<file path="src/rtl/logic_sweep_ctrl_pkg.sv">
// Shared types and constants for the logic sweep controller.
// Holds the FSM state set, sweep geometry and the result bundle.
package logic_sweep_ctrl_pkg;

    typedef enum logic [1:0] {
        IDLE   = 2'd0,
        SETTLE = 2'd1,
        SAMPLE = 2'd2,
        DONE   = 2'd3
    } sweep_state_t;

    localparam int NUM_VECTORS           = 8;
    localparam int SETTLE_CYCLES_DEFAULT = 2;
    localparam int IDX_W                 = 3;
    localparam int CNT_W                 = 4;

    typedef struct packed {
        logic [NUM_VECTORS-1:0] truth_table;
        logic [NUM_VECTORS-1:0] mismatch;
        logic                   pass;
    } sweep_result_t;

    function automatic sweep_result_t make_result(
        input logic [NUM_VECTORS-1:0] tt,
        input logic [NUM_VECTORS-1:0] exp_tt
    );
        sweep_result_t r;
        r.truth_table = tt;
        r.mismatch    = tt ^ exp_tt;
        r.pass        = ((tt ^ exp_tt) == '0);
        return r;
    endfunction

endpackage

</file>
<file path="src/rtl/logic_sweep_ctrl_sweep_timer.sv">
// Settle-time counter for the sweep controller.
// Load clears it; count advances it; expire marks the final settle cycle.
module sweep_timer
    import logic_sweep_ctrl_pkg::*;
#(
    parameter int SETTLE_CYCLES = SETTLE_CYCLES_DEFAULT
) (
    input  logic clk,
    input  logic rst,
    input  logic i_load,
    input  logic i_count,
    output logic o_expire
);

    localparam logic [CNT_W-1:0] LAST = CNT_W'(SETTLE_CYCLES - 1);

    logic [CNT_W-1:0] r_cnt;
    logic             w_at_last;

    assign w_at_last = (r_cnt == LAST);
    assign o_expire  = i_count && w_at_last;

    // settle counter: restart on load, advance while counting, hold at last
    always_ff @(posedge clk or posedge rst) begin
        if (rst) begin
            r_cnt <= '0;
        end else if (i_load) begin
            r_cnt <= '0;
        end else if (i_count && !w_at_last) begin
            r_cnt <= r_cnt + 1'b1;
        end
    end

endmodule

</file>
<file path="src/rtl/logic_sweep_ctrl.sv">
// Sweeps all eight {A,B,C} vectors into a combinational unit, samples X
// after a settle delay and compares the gathered truth table to a target.
module logic_sweep_ctrl
    import logic_sweep_ctrl_pkg::*;
#(
    parameter int SETTLE_CYCLES = SETTLE_CYCLES_DEFAULT
) (
    input  logic       clk,
    input  logic       rst,
    input  logic       start,
    input  logic [7:0] exp_table,
    input  logic       x_in,
    output logic [2:0] abc_out,
    output logic       busy,
    output logic       done,
    output logic [7:0] truth_table,
    output logic [7:0] mismatch,
    output logic       pass
);

    sweep_state_t  r_state;
    sweep_state_t  w_next;
    logic [IDX_W-1:0] r_idx;
    logic [7:0]    r_exp;
    logic [7:0]    r_acc;
    logic [7:0]    w_acc_next;
    sweep_result_t r_res;

    logic w_accept;
    logic w_in_sample;
    logic w_last_vec;
    logic w_step;
    logic w_finish;
    logic w_load;
    logic w_expire;

    assign w_accept    = (r_state == IDLE) && start;
    assign w_in_sample = (r_state == SAMPLE);
    assign w_last_vec  = (r_idx == IDX_W'(NUM_VECTORS - 1));
    assign w_step      = w_in_sample && !w_last_vec;
    assign w_finish    = w_in_sample && w_last_vec;
    assign w_load      = w_accept || w_step;

    sweep_timer #(
        .SETTLE_CYCLES (SETTLE_CYCLES)
    ) u_timer (
        .clk      (clk),
        .rst      (rst),
        .i_load   (w_load),
        .i_count  (r_state == SETTLE),
        .o_expire (w_expire)
    );

    // next-state decode for the sweep sequence
    always_comb begin
        w_next = r_state;
        unique case (r_state)
            IDLE:    if (start) w_next = SETTLE;
            SETTLE:  if (w_expire) w_next = SAMPLE;
            SAMPLE:  w_next = w_last_vec ? DONE : SETTLE;
            DONE:    w_next = IDLE;
            default: w_next = IDLE;
        endcase
    end

    // accumulator with the current vector's bit replaced by the live sample
    always_comb begin
        w_acc_next        = r_acc;
        w_acc_next[r_idx] = x_in;
    end

    // state register
    always_ff @(posedge clk or posedge rst) begin
        if (rst) begin
            r_state <= IDLE;
        end else begin
            r_state <= w_next;
        end
    end

    // vector index: zero on accept, step after each non-final sample
    always_ff @(posedge clk or posedge rst) begin
        if (rst) begin
            r_idx <= '0;
        end else if (w_accept) begin
            r_idx <= '0;
        end else if (w_step) begin
            r_idx <= r_idx + 1'b1;
        end
    end

    // expected table is frozen at accept so later changes are ignored
    always_ff @(posedge clk or posedge rst) begin
        if (rst) begin
            r_exp <= '0;
        end else if (w_accept) begin
            r_exp <= exp_table;
        end
    end

    // sample accumulator, cleared at the start of every sweep
    always_ff @(posedge clk or posedge rst) begin
        if (rst) begin
            r_acc <= '0;
        end else if (w_accept) begin
            r_acc <= '0;
        end else if (w_in_sample) begin
            r_acc <= w_acc_next;
        end
    end

    // published result changes only when a sweep completes
    always_ff @(posedge clk or posedge rst) begin
        if (rst) begin
            r_res <= '0;
        end else if (w_finish) begin
            r_res <= make_result(w_acc_next, r_exp);
        end
    end

    assign busy        = (r_state == SETTLE) || (r_state == SAMPLE);
    assign done        = (r_state == DONE);
    assign abc_out     = busy ? r_idx : 3'b000;
    assign truth_table = r_res.truth_table;
    assign mismatch    = r_res.mismatch;
    assign pass        = r_res.pass;

endmodule

</file>
<file path="config.mk">
export PLATFORM = sky130hd
export DESIGN_NAME = logic_sweep_ctrl
export DESIGN_NICKNAME = d
export VERILOG_FILES = /design/src/rtl/logic_sweep_ctrl_pkg.sv /design/src/rtl/logic_sweep_ctrl_sweep_timer.sv /design/src/rtl/logic_sweep_ctrl.sv
export SDC_FILE = /design/constraint.sdc
export NUM_CORES = 1
export LEC_CHECK = 0
export ABC_AREA = 1
export CAP_MARGIN = 20
export CORE_AREA = 2 2 73 75
export CTS_CLUSTER_DIAMETER = 60
export DETAILED_ROUTE_END_ITERATION = 7
export DIE_AREA = 0 0 75 77
export PLACE_DENSITY_LB_ADDON = 0.1
export SLEW_MARGIN = 15
export SYNTH_ARGS = -nofsm -noshare
export SYNTH_HDL_FRONTEND = slang
export SYNTH_SLANG_ARGS = --single-unit
export TNS_END_PERCENT = 30
</file>
<file path="constraint.sdc">
create_clock -name clk -period 2 [get_ports clk]
set_input_delay 0.4 -clock clk [delete_from_list [all_inputs] [get_ports clk]]
set_output_delay 0.4 -clock clk [all_outputs]
set_load 0.02 [all_outputs]
</file>
== Yosys cells after proc, flatten, opt, wreduce, memory -nomap -nowiden ==
Index checks and enable logic that the tools add are counted.

* Add/subtract/negate cells: 2
* Magnitude comparators: 2
* Equality and inequality tests: 7
* Muxes and demuxes: 14
* Bitwise operators: 1
* Reduce and logical (&&, ||, !) cells: 16

{| class="wikitable"
|+ Operators by type and width
! kind !! count
|-
| 8-bit 2-to-1 mux || 2
|-
| 3-bit 2-to-1 mux || 3
|-
| 8-bit bitwise mux || 1
|-
| 8-bit logical NOT || 1
|-
| 4-bit 2-to-1 mux || 2
|-
| 2-bit one-hot mux with 4 select lines || 1
|-
| 8-bit XOR || 1
|-
| 1-bit logical AND || 6
|-
| 2-bit 2-to-1 mux || 3
|-
| 2-bit nonzero test || 3
|-
| 4-bit by 1-bit adder with 4-bit output (second input constant) || 1
|-
| 2-bit == test (second input constant) || 2
|-
| 4-bit by 1-bit == test with 1-bit output (second input constant) || 1
|-
| 3-bit by 4-bit < comparator with 1-bit output (second input constant) || 1
|-
| 2-bit inequality test (second input constant) || 2
|-
| 3-bit by 1-bit adder with 3-bit output (second input constant) || 1
|-
| 1-bit demux with 3-bit select || 1
|-
| 3-bit == test (second input constant) || 1
|-
| 3-bit by 1-bit >= comparator with 1-bit output (second input constant) || 1
|-
| 2-bit by 1-bit == test with 1-bit output (second input constant) || 1
|-
| 1-bit logical NOT || 2
|-
| 2-bit logical NOT || 1
|-
| 1-bit logical OR || 2
|-
| 2-bit AND reduction || 1
|-
| 1-bit 2-to-1 mux || 1
|}

* Register bits after elaboration: 42
* Input bits: 12
* Output and inout bits: 22
* Logic and storage cells: 50

== Longest topological paths before layout ==
* Word-level depth: 7
* Gate-level depth with buffers: 10
* Mapped depth without buffers: 9

== By module ==
A second synthesis with hierarchy kept.

* Cell total of the unflattened synthesis: 265
* Area, all modules: 2152.1 um2

{| class="wikitable"
|+ By module, submodules not included
! module !! instances !! cells an instance !! area an instance (um2) !! sequential area each (um2)
|-
| logic_sweep_ctrl || 1 || 230 || 1888.1 || 950.9
|-
| sweep_timer || 1 || 35 || 264.0 || 100.1
|}

== Worst setup path after synthesis ==
No wires, ideal clock.

* Path type: flip-flop to flip-flop
* From: reg r_idx[0]
* To: reg r_res (netlist bit mismatch[3])
* Setup time: 83 ps
* Arrival time: 1421 ps
* Required time: 1917 ps
* Setup slack: 496 ps
* Stages on the path, launching flop included: 8
* Path buffers: 2
* Clock period less this slack: 1504 ps
* Path through: dfrtp_1 > ha_1 > ha_1 > nand2_1 > clkbuf_1 > buf_2 > nand2_1 > o21ai_0

* Word-level cells in the longest chain between the ends: 6
* Elaborated cells on any way between the ends: 9
* Those cells by class: 2 x order compare; 1 x eq/ne; 3 x mux; 1 x bitwise; 2 x reduce/logical

{| class="wikitable"
|+ Ends and longest elaborated chain
! item !! RTL line !! source
|-
| from (decl) || logic_sweep_ctrl.sv:23 || <nowiki>logic [IDX_W-1:0] r_idx;</nowiki>
|-
| from (signal assigned) || logic_sweep_ctrl.sv:88 || <nowiki>r_idx <= r_idx + 1'b1;</nowiki>
|-
| 3-bit by 4-bit < comparator with 1-bit output (implied by the code) / 3-bit by 1-bit >= comparator with 1-bit output (equally long branches) || logic_sweep_ctrl.sv:69 || <nowiki>w_acc_next[r_idx] = x_in;</nowiki>
|-
| 1-bit logical AND (implied by the code) || logic_sweep_ctrl.sv:69 ||
|-
| 1-bit 2-to-1 mux (implied by the code) || logic_sweep_ctrl.sv:69 ||
|-
| 1-bit demux with 3-bit select || logic_sweep_ctrl.sv:69 ||
|-
| 8-bit bitwise mux || logic_sweep_ctrl.sv:69 ||
|-
| 8-bit XOR || logic_sweep_ctrl_pkg.sv:29 || <nowiki>r.mismatch = tt ^ exp_tt;</nowiki>
|-
| to (signal assigned) || logic_sweep_ctrl.sv:117 || <nowiki>r_res <= make_result(w_acc_next, r_exp);</nowiki>
|-
| to (decl) || logic_sweep_ctrl.sv:27 || <nowiki>sweep_result_t r_res;</nowiki>
|}

Parallel ways exist; a longest one is shown, timed or not.
A chain may end at the register's enable or synchronous reset.

== Worst setup path in the final report ==
* From: reg r_state[0]
* To: out done

* Word-level cells in the longest chain between the ends: 1

{| class="wikitable"
|+ Ends and longest elaborated chain
! item !! RTL line !! source
|-
| from (decl) || logic_sweep_ctrl.sv:21 || <nowiki>sweep_state_t r_state;</nowiki>
|-
| from (signal assigned) || logic_sweep_ctrl.sv:77 || <nowiki>r_state <= w_next;</nowiki>
|-
| 2-bit == test || logic_sweep_ctrl.sv:122 || <nowiki>assign done = (r_state == DONE);</nowiki>
|-
| to (decl) || logic_sweep_ctrl.sv:15 || <nowiki>output logic done,</nowiki>
|}

Every way passes these cells.

==> summary.txt <==
Routing
  • Drt pass-1 iters: 4
  • Via/cell ratio: approximately 4.9
  • Vias: 1848
  • Post-Route WL: 4680 um
  • DRT antenna net count: 0
  • Wirelength per Cell: ~12 um
  • Drt drc: 0
  • DR iter-0 viols: between 100 and 150

STA
  • Fin. Hold Viols: 0
  • Slew margin rel.: between 70% and 80%
  • Worst Tran Pin Value: between 0.3 and 0.4 ns
  • Min cycle time layout: between 1.5 and 2 ns
  • Final slew viol count: 0
  • Skew final: between 0.004 and 0.005 ns
  • Achievable Freq: a little over 0.5 GHz
  • Final setup fails: 0
  • RSZ-0062 raised after global routing: false
  • Part of the cycle the worst path needs: a little over nine tenths
  • Setup TNS: 0 ns

Clock tree
  • CTS tree: yes
  • Clock insertion delay at the later pin of the skew report: 0.29 ns
  • Clock buffer depth: 2
  • CTS sink count: 42
  • CTS Buf Count: 5
  • Clock root buffer: clkbuf_8
  • CTS Hold Bufs: 0
  • H-tree levels: 2
  • Clock transition at the registers of the reported paths: around 0.080 ns

Die
  • Die area: roughly 5800 um2
  • Starting Density: 42.9%
  • Die height: approximately 77 um
  • Die Span X: 75 um
  • Top Ports: 34
  • Core area: 4980 um2
  • # rows: 26

Pwr
  • Psw: about 1.7 mW
  • VDD IR max: between 0.8 and 0.9 mV
  • Share of power burned in registers: between 30% and 40%
  • Combinational power share: about half
  • Clock power frac: between 10% and 20%
  • Int Power: around 2.3 mW
  • Lkg Pwr: 1.33 nW
  • Pwr Density: ~1500 nW/um2
  • Switching Fraction: 43.1%

Logic synthesis
  • YS warnings: 0
  • Post-Syn Area: roughly 2100 um2
  • Syn Inst Count: 267
  • Avg Cell Area, Syn: ~8 um2
  • Largest family of logic cells by synthesized area: simple AND/OR/NAND/NOR gates
  • Syn_nets: 288
  • Post-synthesis xor/xnor area fraction: less than 1%
  • Compound-gate portion of the synthesized area: between 10% and 20%
  • Mux contribution to synthesized area: 0%
  • Simple-Gate Fraction of Synth Area: approximately a quarter
  • Flops & latches, synth: 42
  • Unique masters post-synth: 20
  • Sequential area share after synthesis: a little under 50%
  • Post-synthesis adder-cell area fraction: under 10%

Placement
  • Port bufs: 33
  • Placer Congestion: 0.825
  • Post-DP HPWL: between 3000 and 4000 um
  • Placed cells: roughly 370

Run status
  • Status: finished, final reports clean

Finish
  • ANT cells: 0
  • Nets: between 300 and 400
  • Sequential standard cell area: approximately 1100 um2
  • Area of the multi-input gates: 905 um2
  • Filler instances: ~470
  • Non-Filler Instances: between 300 and 400
  • Layout cell share with drive strength beyond 1: under 10%
  • Area grow syn2layout: 25.6%

Worst setup path
  • CP required: ~1.6 ns
  • Worst Path Arrival: between 1.5 and 2 ns
  • CP Class: flop to primary output
  • Setup crit end kind: primary output
  • Startpoint Class: flop
  • Crit-path max FO: 3

GRT
  • First-pass GRT wire length: ~8000 um
  • Pin count of the biggest net entering global routing: between 40 and 50
  • GRT Total Usage: a little under a fifth
  • GRT Residual Overflow: 0
  • Vias in the first global route: roughly 1800
  • Initial antenna violation count: 0

Run
  • Maxcap violations: 0

Worst hold path
  • Hold crit path type: input pin to asynchronous set/reset pin
layout by cell type, fill, tap and decap left out:
| cell type | netlist | routed |
|---|---|---|
| nor2_1 | 12 | 12 |
| xor2_1 | 1 | 1 |
| dlygate4sd2_1 | 0 | 2 |
| clkbuf_8 | 0 | 6 |
| o22ai_1 | 8 | 8 |
| buf_12 | 0 | 1 |
| ha_4 | 0 | 1 |
| clkdlybuf4s50_1 | 0 | 29 |
| nand3_1 | 28 | 28 |
| inv_2 | 2 | 2 |
| a21oi_1 | 5 | 5 |
| clkinv_2 | 0 | 1 |
| nor3_1 | 2 | 2 |
| dfrtp_1 | 42 | 42 |
| nand3b_1 | 1 | 1 |
| a31oi_1 | 1 | 1 |
| nand2_1 | 77 | 77 |
| buf_4 | 1 | 10 |
| clkbuf_1 | 3 | 1 |
| o21ai_0 | 27 | 27 |
| nor2_2 | 1 | 1 |
| clkbuf_2 | 0 | 2 |
| nand4_1 | 9 | 9 |
| ha_1 | 9 | 8 |
| inv_1 | 34 | 34 |
metal layers:
metal / share of wire (%) / vias to the layer above / GRT usage, %
met5: 0 / - / 0
met4: 1.7 / 0 / 5.89
met3: 4.0 / 8 / 4.20
met2: 46 / 33 / 27.9
met1: 49 / 850 / 25.1
li1: - / 957 / -
path summary, 6_finish.rpt:
path	start	end	slack, ns	depth (start not counted)
hold reg to reg	mismatch[4]	mismatch[4]	0.48	2
hold / removal	rst	truth_table[6]	0.46	3
min in group clk	mismatch[4]	mismatch[4]	0.48	2
setup / recovery	r_state[0]	done	0.07	3
setup reg to reg	r_idx[0]	u_timer.r_cnt[0]	0.30	6
max in group asynchronous	rst	pass	1.32	3
logic make-up after synthesis:
kind of cell | after synthesis
simple gates | 130
flops | 42
xor+xnor | 1
buf+inv | 44
fa+ha+maj | 9
compound gates | 41
flip-flops by register name, summed over array words and instances, names as in the netlist:
register	count
u_timer.r_cnt	4
r_state	2
pass	1
r_idx	3
r_exp	8
mismatch	8
r_acc	8
truth_table	8
through the flow:
| stage | instance area (um2) | total power, mW | hold slack (ns) | util, % | setup WS, ns |
|---|---|---|---|---|---|
| after floorplan | 2140 | 2.75 | 0.462 | - | 0.496 |
| after global placement | 2590 | 3.49 | 0.465 | 52.1 | 0.112 |
| after detailed placement | 2590 | 3.52 | 0.472 | 52.1 | 0.107 |
| after CTS | 2680 | 4.06 | 0.475 | 53.8 | 0.0514 |
| after global routing | 2680 | 4.43 | 0.482 | 53.9 | 0.00629 |
| final | 2680 | 4.05 | 0.461 | 53.9 | 0.0710 |
critical path: stages (launching register included):
cell,delay (ns)
dfrtp_1,0.38
buf_4,0.14
ha_1,0.19
clkdlybuf4s50_1,0.53
power groups by stage:
stage | sequential [mW] | clock, mW | combinational, mW
4_1_cts | 1.40 | 0.580 | 2.08
3_5_place_dp | 1.42 | 0 | 2.10
5_1_grt | 1.44 | 0.619 | 2.37
2_1_floorplan | 1.56 | 0 | 1.20
6_report | 1.40 | 0.568 | 2.09
3_3_place_gp | 1.41 | 0 | 2.08
what timing repair did:
item / in CTS / in global routing
buffers inserted: 0 / 0
setup endpoints to repair: 4 / 3
gates resized for setup: 4 / 5
cells in the mapped netlist:
library cell,count,area (um2)
inv_1,34,128
ha_1,9,113
nand3_1,28,140
a31oi_1,1,6.26
buf_6,3,33.8
nand4_1,9,56.3
xor2_1,1,8.76
o21ai_0,27,135
nor2_2,1,6.26
dfrtp_1,42,1050
buf_2,1,5.00
nor2_1,12,45.0
a21oi_1,5,25.0
buf_4,1,7.51
clkbuf_1,3,11.3
nor3_1,2,10.0
nand2_1,77,289
nand3b_1,1,7.51
o22ai_1,8,50.1
inv_2,2,7.51
final cells by class:
| type | count | share of cell area (%) |
|---|---|---|
| Clock buffer | 7 | 3.22 |
| Clock inverter | 1 | 0.187 |
| Inverter | 36 | 5.04 |
| Multi-Input combinational cell | 181 | 33.7 |
| Sequential cell | 42 | 39.2 |
| Tap cell | 70 | 3.26 |
| Timing Repair Buffer | 44 | 15.4 |
(Power assumes the default switching activity.)
